===== src/rtl/fft_pkg.sv =====
// ---------------------------------------------------------------------------
// fft_pkg
// Shared definitions for the FFT datapath and its frame controller.
//   FRACTION          : number of fractional bits in samples/bins (Q.8)
//   SAMPLE_W          : default sample width
//   sample_t          : signed sample/bin word of the default width
//   fft_ctrl_state_e  : frame controller phases
// ---------------------------------------------------------------------------
package fft_pkg;

    localparam int FRACTION = 8;
    localparam int SAMPLE_W = 16;

    typedef logic signed [SAMPLE_W-1:0] sample_t;

    typedef enum logic [1:0] {
        LOAD    = 2'd0,
        COMPUTE = 2'd1,
        UNLOAD  = 2'd2
    } fft_ctrl_state_e;

endpackage


===== src/rtl/fft_frame_ctrl_if.sv =====
// ---------------------------------------------------------------------------
// fft_frame_ctrl_if
// Sample-in and bin-out streams of the FFT frame controller.
//   in_valid/in_ready/in_real/in_im                 : sample stream into the controller
//   out_valid/out_ready/out_real/out_im/out_index/out_last : bin stream out of it
// Handshake: a word moves on a rising clk edge where valid && ready are both
// high. Once valid is raised the sender holds valid and data unchanged until
// that transfer happens; ready may change freely and never depends
// combinationally on valid.
// Modports:
//   slave  : the controller (consumes samples, produces bins)
//   master : the environment (produces samples, consumes bins)
// ---------------------------------------------------------------------------
interface fft_frame_ctrl_if #(
    parameter int W      = 16,
    parameter int STAGES = 4
);
    logic                in_valid;
    logic                in_ready;
    logic signed [W-1:0] in_real;
    logic signed [W-1:0] in_im;

    logic                out_valid;
    logic                out_ready;
    logic signed [W-1:0] out_real;
    logic signed [W-1:0] out_im;
    logic [STAGES-1:0]   out_index;
    logic                out_last;

    modport slave (
        input  in_valid, in_real, in_im, out_ready,
        output in_ready, out_valid, out_real, out_im, out_index, out_last
    );

    modport master (
        output in_valid, in_real, in_im, out_ready,
        input  in_ready, out_valid, out_real, out_im, out_index, out_last
    );
endinterface


===== src/rtl/fft_frame_buf.sv =====
// ---------------------------------------------------------------------------
// fft_frame_buf
// N-entry complex register array with full parallel read.
//   clk, rst            : clock, asynchronous active-high clear
//   wr_en/wr_idx/wr_*   : single-slot indexed write
//   load_all/ld_*       : overwrite every slot at once (wins over wr_en)
//   rd_real/rd_im       : all slots, always visible
// ---------------------------------------------------------------------------
module fft_frame_buf #(
    parameter int N      = 16,
    parameter int W      = 16,
    parameter int STAGES = $clog2(N)
) (
    input  logic                clk,
    input  logic                rst,
    input  logic                wr_en,
    input  logic [STAGES-1:0]   wr_idx,
    input  logic signed [W-1:0] wr_real,
    input  logic signed [W-1:0] wr_im,
    input  logic                load_all,
    input  logic signed [W-1:0] ld_real [0:N-1],
    input  logic signed [W-1:0] ld_im   [0:N-1],
    output logic signed [W-1:0] rd_real [0:N-1],
    output logic signed [W-1:0] rd_im   [0:N-1]
);

    always_ff @(posedge clk or posedge rst) begin
        if (rst) begin
            for (int i = 0; i < N; i++) begin
                rd_real[i] <= '0;
                rd_im[i]   <= '0;
            end
        end else if (load_all) begin
            for (int i = 0; i < N; i++) begin
                rd_real[i] <= ld_real[i];
                rd_im[i]   <= ld_im[i];
            end
        end else if (wr_en) begin
            rd_real[wr_idx] <= wr_real;
            rd_im[wr_idx]   <= wr_im;
        end
    end

endmodule


===== src/rtl/fft_frame_ctrl.sv =====
// ---------------------------------------------------------------------------
// fft_frame_ctrl
// Frame sequencer for an external N-point FFT core. Collects N samples,
// holds them on the core inputs for FFT_LAT cycles, captures the parallel
// result and streams the bins out in natural order.
// Ports:
//   clk, rst           : clock, asynchronous active-high reset
//   bus (slave)        : sample-in / bin-out valid/ready streams
//   busy               : high while computing or unloading
//   frames_done        : completed-frame counter, wraps at 16 bits
//   fft_x_real/_im     : input buffer, wired to the core inputs
//   fft_X_real/_im     : core outputs, captured into the output buffer
//   state_dbg          : current controller phase
// Build option: define FFT_FRAME_CTRL_SCALE_EN to normalise bins by 1/N
// (round half up) as they are captured.
// ---------------------------------------------------------------------------
module fft_frame_ctrl
    import fft_pkg::*;
#(
    parameter int N       = 16,
    parameter int W       = 16,
    parameter int STAGES  = $clog2(N),
    parameter int FFT_LAT = 2
) (
    input  logic                clk,
    input  logic                rst,
    fft_frame_ctrl_if.slave     bus,
    output logic                busy,
    output logic [15:0]         frames_done,
    output logic signed [W-1:0] fft_x_real [0:N-1],
    output logic signed [W-1:0] fft_x_im   [0:N-1],
    input  logic signed [W-1:0] fft_X_real [0:N-1],
    input  logic signed [W-1:0] fft_X_im   [0:N-1],
    output fft_ctrl_state_e     state_dbg
);

    localparam int LAT_W = (FFT_LAT > 0) ? $clog2(FFT_LAT + 1) : 1;
    localparam logic [STAGES-1:0] LAST_IDX = STAGES'(N - 1);

    fft_ctrl_state_e     state;
    logic [STAGES-1:0]   load_cnt;
    logic [STAGES-1:0]   out_cnt;
    logic [LAT_W-1:0]    lat_cnt;
    logic                in_ready_q;
    logic                out_valid_q;

    logic                in_accept;
    logic                out_xfer;
    logic                capture;

    logic signed [W-1:0] cap_real [0:N-1];
    logic signed [W-1:0] cap_im   [0:N-1];
    logic signed [W-1:0] obuf_real [0:N-1];
    logic signed [W-1:0] obuf_im   [0:N-1];

    // in_ready is only ever high in LOAD, so no extra state qualifier needed.
    assign in_accept = bus.in_valid && in_ready_q;
    assign out_xfer  = out_valid_q && bus.out_ready;
    assign capture   = (state == COMPUTE) && (lat_cnt == '0);

`ifdef FFT_FRAME_CTRL_SCALE_EN
    // (bin + N/2) >>> log2(N) in W+1 bits so the rounding offset cannot
    // overflow before the shift.
    function automatic logic signed [W-1:0] scale_bin(input logic signed [W-1:0] b);
        logic signed [W:0] ext;
        ext = {b[W-1], b} + (W+1)'(2 ** (STAGES - 1));
        return W'(ext >>> STAGES);
    endfunction
`endif

    always_comb begin
        for (int i = 0; i < N; i++) begin
`ifdef FFT_FRAME_CTRL_SCALE_EN
            cap_real[i] = scale_bin(fft_X_real[i]);
            cap_im[i]   = scale_bin(fft_X_im[i]);
`else
            cap_real[i] = fft_X_real[i];
            cap_im[i]   = fft_X_im[i];
`endif
        end
    end

    // Input buffer: filled one slot per accepted sample, never cleared
    // between frames, and read in parallel by the core.
    fft_frame_buf #(.N(N), .W(W), .STAGES(STAGES)) u_in_buf (
        .clk      (clk),
        .rst      (rst),
        .wr_en    (in_accept),
        .wr_idx   (load_cnt),
        .wr_real  (bus.in_real),
        .wr_im    (bus.in_im),
        .load_all (1'b0),
        .ld_real  (fft_X_real),
        .ld_im    (fft_X_im),
        .rd_real  (fft_x_real),
        .rd_im    (fft_x_im)
    );

    // Output buffer: loaded in one shot with the core result.
    fft_frame_buf #(.N(N), .W(W), .STAGES(STAGES)) u_out_buf (
        .clk      (clk),
        .rst      (rst),
        .wr_en    (1'b0),
        .wr_idx   ('0),
        .wr_real  ('0),
        .wr_im    ('0),
        .load_all (capture),
        .ld_real  (cap_real),
        .ld_im    (cap_im),
        .rd_real  (obuf_real),
        .rd_im    (obuf_im)
    );

    always_ff @(posedge clk or posedge rst) begin
        if (rst) begin
            state       <= LOAD;
            load_cnt    <= '0;
            out_cnt     <= '0;
            lat_cnt     <= '0;
            in_ready_q  <= 1'b0;
            out_valid_q <= 1'b0;
            busy        <= 1'b0;
            frames_done <= '0;
        end else begin
            case (state)
                LOAD: begin
                    in_ready_q <= 1'b1;
                    if (in_accept) begin
                        if (load_cnt == LAST_IDX) begin
                            load_cnt   <= '0;
                            lat_cnt    <= LAT_W'(FFT_LAT);
                            in_ready_q <= 1'b0;
                            busy       <= 1'b1;
                            state      <= COMPUTE;
                        end else begin
                            load_cnt <= load_cnt + STAGES'(1);
                        end
                    end
                end
                COMPUTE: begin
                    if (lat_cnt == '0) begin
                        out_cnt     <= '0;
                        out_valid_q <= 1'b1;
                        state       <= UNLOAD;
                    end else begin
                        lat_cnt <= lat_cnt - LAT_W'(1);
                    end
                end
                UNLOAD: begin
                    if (out_xfer) begin
                        if (out_cnt == LAST_IDX) begin
                            out_cnt     <= '0;
                            out_valid_q <= 1'b0;
                            busy        <= 1'b0;
                            in_ready_q  <= 1'b1;
                            frames_done <= frames_done + 16'd1;
                            state       <= LOAD;
                        end else begin
                            out_cnt <= out_cnt + STAGES'(1);
                        end
                    end
                end
                default: state <= LOAD;
            endcase
        end
    end

    // Bin outputs are a register-indexed mux of the output buffer; they move
    // only when out_cnt advances, so they stay put while the sink stalls.
    assign bus.in_ready  = in_ready_q;
    assign bus.out_valid = out_valid_q;
    assign bus.out_real  = obuf_real[out_cnt];
    assign bus.out_im    = obuf_im[out_cnt];
    assign bus.out_index = out_cnt;
    assign bus.out_last  = out_valid_q && (out_cnt == LAST_IDX);
    assign state_dbg     = state;

endmodule


===== src/flat_wrapper.sv =====
// flat-port wrapper written by rule: the top's interface ports become plain ports
module fft_frame_ctrl_flat import fft_pkg::*;
#(
    parameter int N       = 16,
    parameter int W       = 16,
    parameter int STAGES  = $clog2(N),
    parameter int FFT_LAT = 2
)
  (clk, rst, busy, frames_done, fft_x_real, fft_x_im, fft_X_real, fft_X_im, state_dbg, bus_in_valid, bus_in_real, bus_in_im, bus_out_ready, bus_in_ready, bus_out_valid, bus_out_real, bus_out_im, bus_out_index, bus_out_last);
  fft_frame_ctrl_if #(.W(W), .STAGES(STAGES)) bus_i ();
  input  logic clk;
  input  logic rst;
  output logic busy;
  output logic [15:0] frames_done;
  output logic signed [W-1:0] fft_x_real[0:N-1];
  output logic signed [W-1:0] fft_x_im[0:N-1];
  input  logic signed [W-1:0] fft_X_real[0:N-1];
  input  logic signed [W-1:0] fft_X_im[0:N-1];
  output fft_ctrl_state_e state_dbg;
  input wire logic [$bits(bus_i.in_valid)-1:0] bus_in_valid;
  input wire logic [$bits(bus_i.in_real)-1:0] bus_in_real;
  input wire logic [$bits(bus_i.in_im)-1:0] bus_in_im;
  input wire logic [$bits(bus_i.out_ready)-1:0] bus_out_ready;
  output wire logic [$bits(bus_i.in_ready)-1:0] bus_in_ready;
  output wire logic [$bits(bus_i.out_valid)-1:0] bus_out_valid;
  output wire logic [$bits(bus_i.out_real)-1:0] bus_out_real;
  output wire logic [$bits(bus_i.out_im)-1:0] bus_out_im;
  output wire logic [$bits(bus_i.out_index)-1:0] bus_out_index;
  output wire logic [$bits(bus_i.out_last)-1:0] bus_out_last;
  assign bus_i.in_valid = bus_in_valid;
  assign bus_i.in_real = bus_in_real;
  assign bus_i.in_im = bus_in_im;
  assign bus_i.out_ready = bus_out_ready;
  assign bus_in_ready = bus_i.in_ready;
  assign bus_out_valid = bus_i.out_valid;
  assign bus_out_real = bus_i.out_real;
  assign bus_out_im = bus_i.out_im;
  assign bus_out_index = bus_i.out_index;
  assign bus_out_last = bus_i.out_last;
  fft_frame_ctrl #(.N(N), .W(W), .STAGES(STAGES), .FFT_LAT(FFT_LAT)) u_core (.clk(clk), .rst(rst), .bus(bus_i), .busy(busy), .frames_done(frames_done), .fft_x_real(fft_x_real), .fft_x_im(fft_x_im), .fft_X_real(fft_X_real), .fft_X_im(fft_X_im), .state_dbg(state_dbg));
endmodule

===== config.mk =====
export PLATFORM = sky130hd
export DESIGN_NAME = fft_frame_ctrl_flat
export DESIGN_NICKNAME = d
export VERILOG_FILES = /design/src/rtl/fft_pkg.sv /design/src/rtl/fft_frame_ctrl_if.sv /design/src/rtl/fft_frame_buf.sv /design/src/rtl/fft_frame_ctrl.sv /design/src/flat_wrapper.sv
export SDC_FILE = /design/constraint.sdc
export NUM_CORES = 2
export LEC_CHECK = 0
export ABC_AREA = 0
export BUFFER_PORTS_ARGS = -buffer_cell sky130_fd_sc_hd__buf_2
export CAP_MARGIN = 20
export CELL_PAD_IN_SITES_DETAIL_PLACEMENT = 0
export CELL_PAD_IN_SITES_GLOBAL_PLACEMENT = 1
export CORE_AREA = 2 2 439 441
export DETAILED_ROUTE_END_ITERATION = 8
export DIE_AREA = 0 0 441 443
export PLACE_DENSITY = 0.6
export SYNTH_ARGS = -nofsm -noshare
export SYNTH_HDL_FRONTEND = slang
export SYNTH_HIERARCHICAL = 1
export SYNTH_SLANG_ARGS = --single-unit
export TNS_END_PERCENT = 50

===== constraint.sdc =====
create_clock -name clk -period 41.1 [get_ports clk]
set_input_delay 0 -clock clk [delete_from_list [all_inputs] [get_ports clk]]
set_output_delay 0 -clock clk [all_outputs]
set_load 0.01 [all_outputs]

**After elaboration in Yosys (flattened, before gate mapping)**

Index checks and enable logic that the tools add are counted.
Widths: inputs -> output; s select.

- Bitwise operators: 2
- Add/sub/neg operators: 4
- Multiplexer cells: 37
- Reduce and logical (&&, ||, !) cells: 18
- Equality and inequality tests: 10
- Magnitude comparators: 3

Operators by type and width:

| cell | count |
|---|---|
| $bwmux 256 | 2 |
| $bmux 16 s4 | 2 |
| $mux 16 | 5 |
| $demux 16 s4 | 1 |
| $add 16x1->16 const B | 1 |
| $mux 2 | 8 |
| $mux 4 | 4 |
| $ge 5x5->1 const B | 2 |
| $not 4->5 | 2 |
| $reduce_and 5->1 | 2 |
| $mux 1 | 9 |
| $reduce_and 3->1 | 3 |
| $add 4x1->4 const B | 2 |
| $eq 4x4->1 const B | 2 |
| $ne 2x1->1 const B | 4 |
| $pmux 4 s2 | 1 |
| $reduce_and 4->1 | 2 |
| $pmux 1 s2 | 3 |
| $pmux 2 s3 | 1 |
| $reduce_bool 2->1 | 3 |
| $logic_and 1x1->1 | 5 |
| $lt 5x1->1 const B | 1 |
| $logic_not 2->1 | 2 |
| $ne 2x2->1 const B | 2 |
| 5 further kinds | 5 |

- Bits in registers: 1055
- Bits of input ports: 548
- Output and inout port bits: 570

**Logic depth before layout (Yosys ltp)**

- Depth in word-level cells: 6
- Depth in mapped cells: 11

**By module**

Netlist, hierarchy kept.

By module, submodules not included:

| module | area each (sq um) | cells an instance | instances | seq. area each (sq um) |
|---|---|---|---|---|
| fft_frame_buf | 26076.3 | 2979 | 2 | 12812.3 |
| fft_frame_ctrl | 5644.2 | 556 | 1 | 775.7 |

**Least setup slack after synthesis**

No wires, ideal clock.

- Path type: register to register
- Start: register u_core.state[0], in the netlist u_core/state_dbg[0]
- End: register u_core/u_out_buf/rd_im[150] (netlist name)
- Data arrival time: 2.074 ns
- Buffers on the path: 5
- Library setup time: 0.077 ns
- Clock period less this slack: 2.152 ns
- Stages on the path, launching flop included: 11
- Slack: 38.948 ns
- Path through: dfrtp_1 -> clkbuf_1 -> nand2_1 -> or2_2 -> inv_1 -> buf_2 -> buf_2 -> buf_2 -> buf_1 -> a31oi_1 -> a21oi_1

- Word-level cells in the longest chain between the ends: 2

RTL lines:

| what | RTL line | RTL |
|---|---|---|
| start, declared | fft_frame_ctrl.sv:40 | `fft_ctrl_state_e state;` |
| start signal, assigned | fft_frame_ctrl.sv:116 | `state <= LOAD;` |
| start signal, assigned | fft_frame_ctrl.sv:134 | `state <= COMPUTE;` |
| start signal, assigned | fft_frame_ctrl.sv:144 | `state <= UNLOAD;` |
| $eq 2x1->1 | fft_frame_ctrl.sv:59 | `assign capture = (state == COMPUTE) && (lat_cnt == '0);` |
| $logic_and 1x1->1 | fft_frame_ctrl.sv:59 |  |
| via u_core.capture | fft_frame_ctrl.sv:49 | `logic capture;` |
| end signal, assigned by index | fft_frame_buf.sv:36 | `rd_im[i] <= ld_im[i];` |
| end signal, assigned by index | fft_frame_buf.sv:40 | `rd_im[wr_idx] <= wr_im;` |
| end, declared | fft_frame_buf.sv:24 | `output logic signed [W-1:0] rd_im [0:N-1]` |

The timed path passes the listed nets, and every way through them passes these cells.
A chain may end at the register's enable or synchronous reset.

**Worst setup path in the final report**

- Start: register u_core.out_cnt[0], in the netlist u_core/bus.out_index[0]
- End: output port bus_out_im[8]

- Word-level cells in the longest chain between the ends: 4

RTL lines:

| what | RTL line | RTL |
|---|---|---|
| start, declared | fft_frame_ctrl.sv:42 | `logic [STAGES-1:0] out_cnt;` |
| start signal, assigned | fft_frame_ctrl.sv:159 | `out_cnt <= out_cnt + STAGES'(1);` |
| $not 4->5 (implied by the code) | fft_frame_ctrl.sv:173 | `assign bus.out_im = obuf_im[out_cnt];` |
| $bmux 16 s4 | fft_frame_ctrl.sv:173 |  |
| $mux 16 (implied by the code) (2 in series) | fft_frame_ctrl.sv:173 |  |
| end, declared | flat_wrapper.sv:27 | `output wire logic [$bits(bus_i.out_im)-1:0] bus_out_im;` |

No other way between the ends. The select of a mux whose other input is x is not followed.

==> run_results.csv <==
group,metric,value,unit
outcome,status,"finished, violations left",
outcome,violations,"slew limit",
global_routing,use_met2,48.1,%
place,placed_cells,9429,
worst_setup_path,arrival,4.31,ns
drt,viasPerCell,5.99,
yosys,yosysWarnings,6,
floorplanning,start_util,30.2,%
yosys,yosysSeqAreaShare,45.7,%
final_layout,layout_commonest_cell,"buf_2",
worst_setup_path,crit_path_cell_trace,"buf_4 -> buf_4 -> nor2b_1 -> a22oi_1 -> nand3_1 -> nand2_1 -> buf_2",
timing,relSlewSlack,-106,%
place,dpl-instance-area,63800,µm²
drt,antenna_left,0,
worst_setup_path,worst_path_largest_cell_delay,0.72,ns
worst_setup_path,cpMaxStageDelayCell,"dfrtp_4",
place,io_buffers,1117,
floorplanning,die_area,195000,µm²
worst_setup_path,path_delay_family,"buffers and inverters",
yosys,synth-edff-count,0,
floorplanning,rows,161,
floorplanning,chipWidth,441,µm
final_layout,fillCellCount,19300,
final_layout,final_layout_size_suffix_gt1_share,18.9,%
pwr,power_density,59.1,nW/µm²
clock_network,clk_latency,0.85,ns
timing,maxSlewViolCount,449,
run,drv_cap,0,
worst_setup_path,r2r_setup_slack,36.88,ns
final_layout,syn_to_final_growth,30.1,%
worst_setup_path,cp-end-kind,"output port",
worst_setup_path,path_buf_inv,3,
drt,first_iter_violations,8348,
final_layout,finalNonFillerCells,10400,
final_layout,final_cell_mix,"1,117 x buf_2, 1,051 x dfrtp_1, 1,029 x a21oi_1",
yosys,synth.ff_latch_count,1055,
timing,post-route-period-util,10.5,%
yosys,ys_async_sr_fraction,100,%
timing,rsz0062_at_grt,"no",
floorplanning,io_pins,1118,
worst_setup_path,cpMostUsedCell,"buf_4",
yosys,synth.top_cell.area_share,45.7,%
yosys,ys.flop_type,"dfrtp_1",
clock_network,clk_path_buf_depth,3,
yosys,yosys.cell_types.count,50,
drt,dr.pass1.iters,6,
clock_network,clk_pin_slew,0.06,ns
clock_network,cts_sinks,1055,
pwr,finalPower,0.00444,W
timing,clock.fmax,0.232,GHz
clock_network,cts_buffers,137,
floorplanning,die_h,443,µm
timing,fin_crit,4.31,ns
yosys,syn_area,57800,µm²
worst_setup_path,critPathKind,"register to output port",
worst_setup_path,cp-start-kind,"register",
final_layout,nets,8275,
global_routing,top_usage_layer,"met2",
timing,tightest_slew,3.09,ns
yosys,synth_area_leaders,"dfrtp_1 46%, nor2b_1 11%, a31oi_1 11%",
pwr,ir_drop,0.0374,mV
place,dp_hpwl,215000,µm
timing,skew,0.0290,ns
yosys,synthCells,6514,
global_routing,grt_use_met3,7.65,%
drt,drc_errors,0,
worst_setup_path,critPathMaxFanout,36,
final_layout,stdcell_area,75200,µm²
global_routing,globalRouteMet1Util,44.9,%
drt,wl_per_cell,32.5,µm
floorplanning,core_area,191000,µm²
final_layout,seq_area,26400,µm²
worst_hold_path,hold_class,"primary input to register",
place,routabilityCongestion,0.893,
global_routing,grt.total_usage,33.1,%
drt,vias,62200,
global_routing,grt_antenna_before_repair,43,
global_routing,grt_pass1_vias,59000,
yosys,syn_area_per_cell,8.87,µm²
drt,routed_wl,338000,µm
clock_network,cts_tree,"built",
final_layout,multiInputGateArea,28100,µm²
yosys,synth_largest_area_cell,"dfrtp_1",
global_routing,grt_overflow,0,
worst_setup_path,worstPathRequired,41.10,ns
timing,finalSetupTns,0,ns
timing,finalSetupViolCount,0,
clock_network,htree_levels,4,
global_routing,grt_max_degree,1025,
clock_network,root_buffer,"clkbuf_16",
global_routing,grt_first_pass_wirelength,468000,µm
pwr,cellLeakagePower,30.0,nW
timing,hold_violations,0,
## worst register-to-register path, cell delays in order, from the launching register on
cell and delay (ns):
dfrtp_1 0.36, inv_1 0.08, ha_1 0.16, nand2_1 0.05, or2_2 0.36, inv_8 0.64
buf_4 0.91, buf_12 0.70, nor2b_1 0.79, a21oi_1 0.05
## cell usage after synthesis (all sizes together), types with 4 or more instances
library cell  instances
dfrtp              1055
nor2b              1033
o21ai              1031
a21oi              1029
a31oi              1024
clkbuf              570
buf                 289
mux2i               118
a22oi                92
mux4                 69
nand2                58
nand3                41
nor2                 12
inv                  11
nand2b               10
xor2                  9
nand4                 8
xnor2                 8
nor3                  6
and2                  5
and3b                 4
ha                    4
nand3b                4
nor4                  4
## worst paths after layout
| path | startpoint | end | cells past startpoint |
|---|---|---|---|
| worst max-delay path | u_core/bus.out_index[0] | bus_out_im[8] | 7 |
| worst min-delay path | fft_X_real[119] | u_core/u_out_buf/rd_real[119] | 4 |
| worst max register to register | u_core/lat_cnt[0] | u_core/u_out_buf/rd_im[89] | 9 |
| worst min register to register | u_core/frames_done[15] | u_core/frames_done[15] | 1 |
| max in group asynchronous | rst | u_core/u_in_buf/rd_im[38] | 8 |
| min in group asynchronous | rst | u_core/frames_done[2] | 4 |
## state kept, by name, summed over array words and instances, names as in the netlist, 2 cells and up
| signal | count |
|---|---|
| u_core/u_in_buf/rd_im | 256 |
| u_core/u_in_buf/rd_real | 256 |
| u_core/u_out_buf/rd_im | 256 |
| u_core/u_out_buf/rd_real | 256 |
| u_core/frames_done | 16 |
| u_core/bus.out_index | 4 |
| u_core/load_cnt | 4 |
| u_core/lat_cnt | 2 |
| u_core/state_dbg | 2 |
## per-stage QoR
stage | setup WS [ns] | hold slack [ns] | util [%]
2_1_floorplan | 26.80 | 0.104 | -
3_3_place_gp | 37.27 | 0.110 | 33.4
3_5_place_dp | 37.18 | 0.113 | 33.4
4_1_cts | 36.72 | 0.000367 | 39.3
5_1_grt | 36.58 | 0.0240 | 39.3
6_report | 36.79 | 0.0455 | 39.3
## kinds of logic (layout without fill, tap and decap cells)
kind of cell | Yosys count | count (layout) | share of synthesized area [%]
compound gates | 3179 | 3179 | 30.2
simple gates | 1201 | 1201 | 12.7
flops | 1055 | 1055 | 45.7
buf+inv | 870 | 2099 | 6.34
mux | 187 | 187 | 4.73
xor+xnor | 17 | 17 | 0.258
fa+ha+maj | 4 | 4 | 0.0866
other cells | 1 | 106 | 0.00649
## layer usage
metal,up-vias,part of all wire (%)
li1,26000,-
met1,31400,41
met2,3916,44
met3,799,9.5
met4,4,6.4
met5,-,0.0053
## repair_timing
item                       in CTS  in global routing
setup buffers                   0                  0
hold buffers                  679                  0
hold endpoints to repair     1245                  0
setup endpoints to repair       0                  0
gates resized for setup         0                  0
## report_power, final
group          switching [W]  total [W]  internal, W
Combinational        0.00107    0.00162     0.000550
Clock               0.000518    0.00122     0.000704
Sequential          0.000228    0.00160      0.00137
Total                0.00182    0.00444      0.00263
## area by class of cell
cell class                      count  area share, %
Inverter                           11         0.0849
Clock inverter                     24          0.471
Antenna cell                       33          0.110
Sequential cell                  1055           35.1
Tap cell                         2526           4.20
Timing Repair Buffer             1857           17.2
Multi-Input combinational cell   4661           37.4
Clock buffer                      207           5.38
(Power assumes the default switching activity.)
